===== src/rtl/btn_input_conditioner_pkg.sv =====
// Shared definitions for the push-button / slide-switch input conditioner:
// button index constants and the event FSM state encoding.
package btn_input_conditioner_pkg;

    localparam int BTN_DATA_A  = 0;
    localparam int BTN_DATA_B  = 1;
    localparam int BTN_OP_CODE = 2;

    typedef enum logic [0:0] {
        IDLE         = 1'b0,
        WAIT_RELEASE = 1'b1
    } cond_state_t;

endpackage


===== src/rtl/btn_input_conditioner_if.sv =====
// Raw board inputs and conditioned event outputs of btn_input_conditioner.
// The conditioner sits on the slave side; whoever drives the raw pins is master.
interface btn_input_conditioner_if #(
    parameter int NB_DATA         = 8,
    parameter int NB_INPUT_SELECT = 3
);

    logic [NB_INPUT_SELECT-1:0] i_btn_raw;
    logic [NB_DATA-1:0]         i_sw_raw;
    logic [NB_INPUT_SELECT-1:0] o_btn;
    logic [NB_DATA-1:0]         o_sw_data;
    logic                       o_valid;

    modport master (
        output i_btn_raw,
        output i_sw_raw,
        input  o_btn,
        input  o_sw_data,
        input  o_valid
    );

    modport slave (
        input  i_btn_raw,
        input  i_sw_raw,
        output o_btn,
        output o_sw_data,
        output o_valid
    );

endinterface


===== src/rtl/btn_input_conditioner_debounce.sv =====
// Single-bit 2-flop synchronizer followed by a stability counter (btn_debounce).
// Counter only exists when BTN_COND_DEBOUNCE_EN is defined; otherwise state = synchronized input.
module btn_debounce #(
    parameter int DEBOUNCE_CYCLES = 1000000
) (
    input  logic clock,
    input  logic i_rst_n,
    input  logic raw_i,
    output logic state_o
);

    logic syncMeta_q;
    logic syncOut_q;

    always_ff @(posedge clock or negedge i_rst_n) begin
        if (!i_rst_n) begin
            syncMeta_q <= 1'b0;
            syncOut_q  <= 1'b0;
        end else begin
            syncMeta_q <= raw_i;
            syncOut_q  <= syncMeta_q;
        end
    end

`ifdef BTN_COND_DEBOUNCE_EN
    localparam int CNT_W = $clog2(DEBOUNCE_CYCLES);
    localparam logic [CNT_W-1:0] CNT_LAST = CNT_W'(DEBOUNCE_CYCLES - 1);

    logic [CNT_W-1:0] count_q;
    logic [CNT_W-1:0] count_d;
    logic             deb_q;
    logic             deb_d;

    // Any sample agreeing with the debounced level restarts the stability count.
    always_comb begin
        count_d = '0;
        deb_d   = deb_q;
        if (syncOut_q != deb_q) begin
            if (count_q == CNT_LAST) begin
                deb_d = syncOut_q;
            end else begin
                count_d = count_q + 1'b1;
            end
        end
    end

    always_ff @(posedge clock or negedge i_rst_n) begin
        if (!i_rst_n) begin
            count_q <= '0;
            deb_q   <= 1'b0;
        end else begin
            count_q <= count_d;
            deb_q   <= deb_d;
        end
    end

    assign state_o = deb_q;
`else
    assign state_o = syncOut_q;
`endif

endmodule


===== src/rtl/btn_input_conditioner.sv =====
// Turns bouncing buttons and raw switches into single-cycle load events for the operand registers.
// Build with BTN_COND_DEBOUNCE_EN defined to enable the per-button debounce counters.
module btn_input_conditioner
    import btn_input_conditioner_pkg::*;
#(
    parameter int NB_DATA         = 8,
    parameter int NB_INPUT_SELECT = 3,
    parameter int DEBOUNCE_CYCLES = 1000000
) (
    input  logic                     clock,
    input  logic                     i_rst_n,
    btn_input_conditioner_if.slave   bus
);

    logic [NB_DATA-1:0]         swMeta_q;
    logic [NB_DATA-1:0]         swSync_q;
    logic [NB_INPUT_SELECT-1:0] deb;
    logic [NB_INPUT_SELECT-1:0] debPrev_q;
    logic [NB_INPUT_SELECT-1:0] rise_q;
    logic [NB_INPUT_SELECT-1:0] firstRise;

    cond_state_t                state_q;
    cond_state_t                state_d;
    logic                       valid_q;
    logic                       valid_d;
    logic [NB_INPUT_SELECT-1:0] btnSel_q;
    logic [NB_INPUT_SELECT-1:0] btnSel_d;
    logic [NB_DATA-1:0]         swData_q;
    logic [NB_DATA-1:0]         swData_d;

    for (genvar i = 0; i < NB_INPUT_SELECT; i++) begin : g_btn
        btn_debounce #(
            .DEBOUNCE_CYCLES(DEBOUNCE_CYCLES)
        ) u_debounce (
            .clock   (clock),
            .i_rst_n (i_rst_n),
            .raw_i   (bus.i_btn_raw[i]),
            .state_o (deb[i])
        );
    end

    // Rising edges are registered so the event lands a fixed number of edges after the debounced change.
    always_ff @(posedge clock or negedge i_rst_n) begin
        if (!i_rst_n) begin
            swMeta_q  <= '0;
            swSync_q  <= '0;
            debPrev_q <= '0;
            rise_q    <= '0;
        end else begin
            swMeta_q  <= bus.i_sw_raw;
            swSync_q  <= swMeta_q;
            debPrev_q <= deb;
            rise_q    <= deb & ~debPrev_q;
        end
    end

    // Two's-complement trick isolates the lowest-index rising button.
    assign firstRise = rise_q & (~rise_q + 1'b1);

    always_comb begin
        state_d  = state_q;
        valid_d  = 1'b0;
        btnSel_d = '0;
        swData_d = swData_q;
        case (state_q)
            IDLE: begin
                if (|rise_q) begin
                    valid_d  = 1'b1;
                    btnSel_d = firstRise;
                    swData_d = swSync_q;
                    state_d  = WAIT_RELEASE;
                end
            end
            WAIT_RELEASE: begin
                if (deb == '0) begin
                    state_d = IDLE;
                end
            end
            default: state_d = IDLE;
        endcase
    end

    always_ff @(posedge clock or negedge i_rst_n) begin
        if (!i_rst_n) begin
            state_q  <= IDLE;
            valid_q  <= 1'b0;
            btnSel_q <= '0;
            swData_q <= '0;
        end else begin
            state_q  <= state_d;
            valid_q  <= valid_d;
            btnSel_q <= btnSel_d;
            swData_q <= swData_d;
        end
    end

    assign bus.o_valid   = valid_q;
    assign bus.o_btn     = btnSel_q;
    assign bus.o_sw_data = swData_q;

endmodule


===== src/flat_wrapper.sv =====
// flat-port wrapper written by rule: the top's interface ports become plain ports
module btn_input_conditioner_flat import btn_input_conditioner_pkg::*;
#(
    parameter int NB_DATA         = 8,
    parameter int NB_INPUT_SELECT = 3,
    parameter int DEBOUNCE_CYCLES = 1000000
)
  (clock, i_rst_n, bus_i_btn_raw, bus_i_sw_raw, bus_o_btn, bus_o_sw_data, bus_o_valid);
  btn_input_conditioner_if #(.NB_DATA(NB_DATA), .NB_INPUT_SELECT(NB_INPUT_SELECT)) bus_i ();
  input  logic clock;
  input  logic i_rst_n;
  input wire logic [$bits(bus_i.i_btn_raw)-1:0] bus_i_btn_raw;
  input wire logic [$bits(bus_i.i_sw_raw)-1:0] bus_i_sw_raw;
  output wire logic [$bits(bus_i.o_btn)-1:0] bus_o_btn;
  output wire logic [$bits(bus_i.o_sw_data)-1:0] bus_o_sw_data;
  output wire logic [$bits(bus_i.o_valid)-1:0] bus_o_valid;
  assign bus_i.i_btn_raw = bus_i_btn_raw;
  assign bus_i.i_sw_raw = bus_i_sw_raw;
  assign bus_o_btn = bus_i.o_btn;
  assign bus_o_sw_data = bus_i.o_sw_data;
  assign bus_o_valid = bus_i.o_valid;
  btn_input_conditioner #(.NB_DATA(NB_DATA), .NB_INPUT_SELECT(NB_INPUT_SELECT), .DEBOUNCE_CYCLES(DEBOUNCE_CYCLES)) u_core (.clock(clock), .i_rst_n(i_rst_n), .bus(bus_i));
endmodule

===== config.mk =====
export PLATFORM = sky130hd
export DESIGN_NAME = btn_input_conditioner_flat
export DESIGN_NICKNAME = d
export VERILOG_FILES = /design/src/rtl/btn_input_conditioner_pkg.sv /design/src/rtl/btn_input_conditioner_if.sv /design/src/rtl/btn_input_conditioner_debounce.sv /design/src/rtl/btn_input_conditioner.sv /design/src/flat_wrapper.sv
export SDC_FILE = /design/constraint.sdc
export NUM_CORES = 1
export LEC_CHECK = 0
export CAP_MARGIN = 20
export CORE_MARGIN = 2
export CORE_UTILIZATION = 49
export DETAILED_ROUTE_END_ITERATION = 10
export GPL_ROUTABILITY_DRIVEN = 0
export PLACE_DENSITY_LB_ADDON = 0.3
export SYNTH_ARGS = -nofsm -noshare
export SYNTH_HDL_FRONTEND = slang
export SYNTH_SLANG_ARGS = --single-unit
export TNS_END_PERCENT = 20

===== constraint.sdc =====
create_clock -name clock -period 1.5 [get_ports clock]
set_clock_uncertainty 0.15 [all_clocks]
set_input_delay 0.375 -clock clock [delete_from_list [all_inputs] [get_ports clock]]
set_output_delay 0.375 -clock clock [all_outputs]
set_load 0.01 [all_outputs]

Word level (Yosys, flattened, before mapping) --
Index checks and enable logic that the tools add are counted.
Cells by class: add/subtract/negate cells 1, reduce and logical (&&, ||, !) cells 3, muxes and demuxes 6, bitwise operators 5
Operator list (number):
- 3-bit AND | 2
- 3-bit two-way mux | 2
- 3-bit NOT | 2
- 3-bit by 1-bit adder with 3-bit output (second input constant) | 1
- 3-bit zero test | 1
- 1-bit two-way mux | 3
- 3-bit OR reduction | 1
- 1-bit case mux with 2 select lines | 1
- 2-bit AND reduction | 1
- 1-bit NOT | 1
Storage, ports and cells: bits in registers 41, input bits 13, word-level logic and storage cells 29, output and inout bits 12

Depth between registers and ports, before layout --
depth after elaboration 5, mapped depth 4

By module --
Synthesis repeated with hierarchy kept, for this count alone.
Second synthesis, totals: cell total of the unflattened synthesis 88, area, all modules 1351.3 sq um
Modules (own cells, without submodules):
- btn_input_conditioner | area an instance 1201.2 sq um, seq. area each 875.8 sq um, cells an instance 82, times used 1
- btn_debounce | area an instance 50.0 sq um, seq. area each 50.0 sq um, cells an instance 2, times used 3

Worst setup path before layout --
Ideal clock, no wire load.
path type register to register, start register u_core.rise_q[0], end register u_core.swData_q[0] (netlist: u_core.bus.o_sw_data[0]), period minus slack after synthesis 1.321 ns, path slack 0.179 ns, library setup time 0.145 ns, buffers on the path 1, cell stages (with the launch flop) 4, arrival time 1.026 ns, data required time 1.205 ns, cell sequence dfrtp_1 > buf_6 > nor3_2 > o211ai_1
On the way: cells in the longest elaborated chain, start to end 2
Ends and longest elaborated chain:
- start: declaration | line btn_input_conditioner.sv:19 | logic [NB_INPUT_SELECT-1:0] rise_q;
- start signal: assignment | line btn_input_conditioner.sv:53 | rise_q <= deb & ~debPrev_q;
- 3-bit OR reduction | line btn_input_conditioner.sv:67 | if (|rise_q) begin
- 2-bit AND reduction (no line)
- end signal: assignment | line btn_input_conditioner.sv:93 | swData_q <= swData_d;
- end: declaration | line btn_input_conditioner.sv:28 | logic [NB_DATA-1:0] swData_q;
Every way passes these cells. A chain may end at the register's enable or synchronous reset.

Worst setup path in the final report --
start register u_core.swData_q[7] (netlist: u_core.bus.o_sw_data[7]), end output port bus_o_sw_data[7]
RTL lines:
- end: declaration | line flat_wrapper.sv:15 | output wire logic [$bits(bus_i.o_sw_data)-1:0] bus_o_sw_data;
No word-level cell between the ends.

==> summary.md <==
| Metric | Value |
|---|---|
| Status | complete, no violations |
| Final standard cell count with taps included and fillers excluded | 159 |
| Clock latency of the later-clocked register in the worst-skew pair | 0.34 ns |
| Port-buffer cells | 24 |
| Horizontal die dimension | 56.5 um |
| CP Data Arrival Time | 0.90 ns |
| # fillers | 205 |
| Area of the die | 3190 sq um |
| Share of cells above drive strength 1 | 0.273 |
| Ant. Diodes | 0 |
| Number of global-route vias before repair | 786 |
| Number of standard cells after synthesis | 88 |
| Router iterations before antenna repair | 3 |
| Crit path max fanout | 2 |
| Unrepaired setup endpoints after global routing | false |
| Element type at the critical path end | primary output |
| Number of maximum-capacitance violations | 0 |
| Post-synthesis share of cell area spent on full adders, half adders and majority gates | 0 |
| Global-route total usage across every layer | 0.151 |
| Kind of cell adding the most delay to the critical path | flip-flops |
| CTS sink count | 41 |
| Cells along the critical path | buf_2 |
| Starting utilization of the core area | 0.503 |
| Startpoint type of the worst setup path | register |
| Combinational family with the most area after synthesis | simple AND/OR/NAND/NOR gates |
| Final period util | 0.953 |
| Area of the mapped netlist | 1350 sq um |
| Final WL | 2030 um |
| Mean area per synthesized cell | 15.4 sq um |
| Routed length per placed instance | 12.8 um |
| Clock transition at path regs | 0.12 ns |
| Post-synthesis sequential area ratio | 0.759 |
| Clock tree from TritonCTS | done |
| Slew HR | 0.609 |
| Portion of netlist area occupied by mux cells | 0.00741 |
| Leak Pwr | 0.793 nW |
| Complex-gate fraction of the synthesized area | 0.0444 |
| Deepest clock path buffer count | 2 |
| Data required, critical path | 0.97 ns |
| Fraction of the mapped netlist area in simple logic gates | 0.163 |
| Die span in y | 56.5 um |
| First-pass GRT wire length | 3520 um |
| Final #Nets | 140 |
| Worst-Margin Slew | 0.587 ns |
| Number of antenna violations at the first check in global routing | 0 |
| Sum of buffers and inverters on the critical path | 1 |
| Root Buffer Master | sky130_fd_sc_hd__clkbuf_4 |
| Number of storage elements in the synthesis netlist | 41 |
| Tmin final | 1.43 ns |
| Standard-cell rows | 19 |
| Overflow after GRT | 0 |
| Areal power density over the cells | 1370 nW/um^2 |
| Syn_nets | 101 |
| Xor and xnor area share after synthesis | 0 |
| Post-route antenna net violation count | 0 |
| Count of pins on the block boundary | 25 |
| Number of H-tree levels | 2 |
| Commonest non-fill, non-tap cells in the layout | sky130_fd_sc_hd__dfrtp_1, sky130_fd_sc_hd__clkdlybuf4s50_1, sky130_fd_sc_hd__buf_4 |
| Maximum number of pins on one net before global-route repair | 42 |
| HPWL after detailed placement | 1260 um |
| Standard cell with the maximum stage delay on the critical path | sky130_fd_sc_hd__dfrtp_1 |
| Worst ir drop on vdd | 0.00104 V |
| Standard cell core area | 2690 sq um |
| Kind of path behind the tightest hold check | reg2reg |
| Unique masters post-synth | 15 |
| Max stage delay on crit path | 0.42 ns |
| Final count of hold timing violations | 0 |
| Total placed cells including tap cells | 141 |
| Final setup fails | 0 |
| Slew Limit Fails | 0 |
| Remaining DRCs | 0 |
| Area added between synthesis and finish | 28.2% |
| Synth Warn # | 0 |
| Routed vias/inst | 5.16 |
| Via count | 821 |
| Commonest non-fill, non-tap cell in the layout | sky130_fd_sc_hd__dfrtp_1 |
| Critical path start-end classification | reg2out |
| Number of DRC violations after detailed-routing iteration 0 | 10 |
| Maximum achievable frequency | 699 MHz |
| Total Neg Setup Slack | 0 ns |
| Number of buffers inserted during clock tree synthesis | 5 |
-- synthesized netlist by cell type --
master	n	area, sq um
sky130_fd_sc_hd__dfrtp_1	41	1030
sky130_fd_sc_hd__nand2_1	8	30.0
sky130_fd_sc_hd__nand2b_1	8	50.1
sky130_fd_sc_hd__o211ai_1	8	60.1
sky130_fd_sc_hd__or4b_1	8	80.1
sky130_fd_sc_hd__nor2b_1	4	25.0
sky130_fd_sc_hd__buf_6	2	22.5
sky130_fd_sc_hd__clkbuf_1	2	7.51
sky130_fd_sc_hd__buf_2	1	5.00
sky130_fd_sc_hd__mux2i_1	1	10.0
sky130_fd_sc_hd__nor2_1	1	3.75
sky130_fd_sc_hd__nor3_1	1	5.00
sky130_fd_sc_hd__nor3_2	1	10.0
sky130_fd_sc_hd__nor3b_1	1	7.51
sky130_fd_sc_hd__nor4b_1	1	8.76
-- sequential cells by signal (all words and copies together) (netlist names) --
| register | cells |
|---|---|
| u_core.g_btn.u_debounce.state_o | 3 |
| u_core.bus.o_btn | 3 |
| u_core.state_q | 1 |
| u_core.bus.o_sw_data | 8 |
| u_core.bus.o_valid | 1 |
| u_core.swSync_q | 8 |
| u_core.rise_q | 3 |
| u_core.debPrev_q | 3 |
| u_core.g_btn.u_debounce.syncMeta_q | 3 |
| u_core.swMeta_q | 8 |
-- timing repair --
action	4_1_cts	5_1_grt
setup buffers	8	1
gates resized for setup	36	7
hold endpoints to repair	41	0
hold buffers	1	0
setup endpoints to repair	12	7
pin swaps	0	0
-- final timing paths --
check	startpoint	end	slack [ns]	cells after the start
max reg2reg	u_core.rise_q[2]$_DFF_PN0_	u_core.bus.o_sw_data[1]$_DFFE_PN0P_	0.09	2
min reg2reg	u_core.swMeta_q[6]$_DFF_PN0_	u_core.swSync_q[6]$_DFF_PN0_	0.21	0
min	u_core.swMeta_q[6]$_DFF_PN0_	u_core.swSync_q[6]$_DFF_PN0_	0.21	0
max in group asynchronous	i_rst_n	u_core.rise_q[0]$_DFF_PN0_	0.62	3
max	u_core.bus.o_sw_data[7]$_DFFE_PN0P_	bus_o_sw_data[7]	0.07	1
min in group asynchronous	i_rst_n	u_core.bus.o_sw_data[7]$_DFFE_PN0P_	0.37	3
-- where the power goes --
part	internal, mW	total, mW	switching (mW)
sequential	1.20	1.26	0.0630
combinational	0.221	0.378	0.157
clock	0.396	0.728	0.332
-- per-stage QoR --
stage	util	worst slack [ns]	total power [mW]	cell area [sq um]	hold WS (ns)
final	0.645	0.0704	2.37	1730	0.208
after global routing	0.645	0.00825	2.51	1730	0.219
after CTS	0.653	0.000188	2.40	1750	0.211
after detailed placement	0.605	0.0691	1.64	1630	0.186
after global placement	0.605	0.0821	1.62	1630	0.182
after floorplan	-	0.179	1.43	1350	-0.0706
-- logic make-up after synthesis --
group                  Yosys count
buffers and inverters            5
muxes                            1
AOI/OAI and AO/OA                8
DFF                             41
and+or+nand+nor                 33
-- layer usage --
metal	GRT usage	vias to the layer above	routed length, um
met5	0	-	0
met4	0.0918	0	55
met3	0.0507	7	138
met2	0.223	22	950
met1	0.195	410	888
li1	-	382	-
-- cell type report --
class | count | area (sq um) | area share
timing repair buffer | 37 | 288 | 0.166
tap | 31 | 38.8 | 0.0224
clock inverter | 2 | 37.5 | 0.0217
clock buffer | 6 | 51.3 | 0.0296
sequential | 41 | 1030 | 0.593
multi-input combinational | 42 | 290 | 0.168
Note: power is estimated with default switching activity, not from simulation.
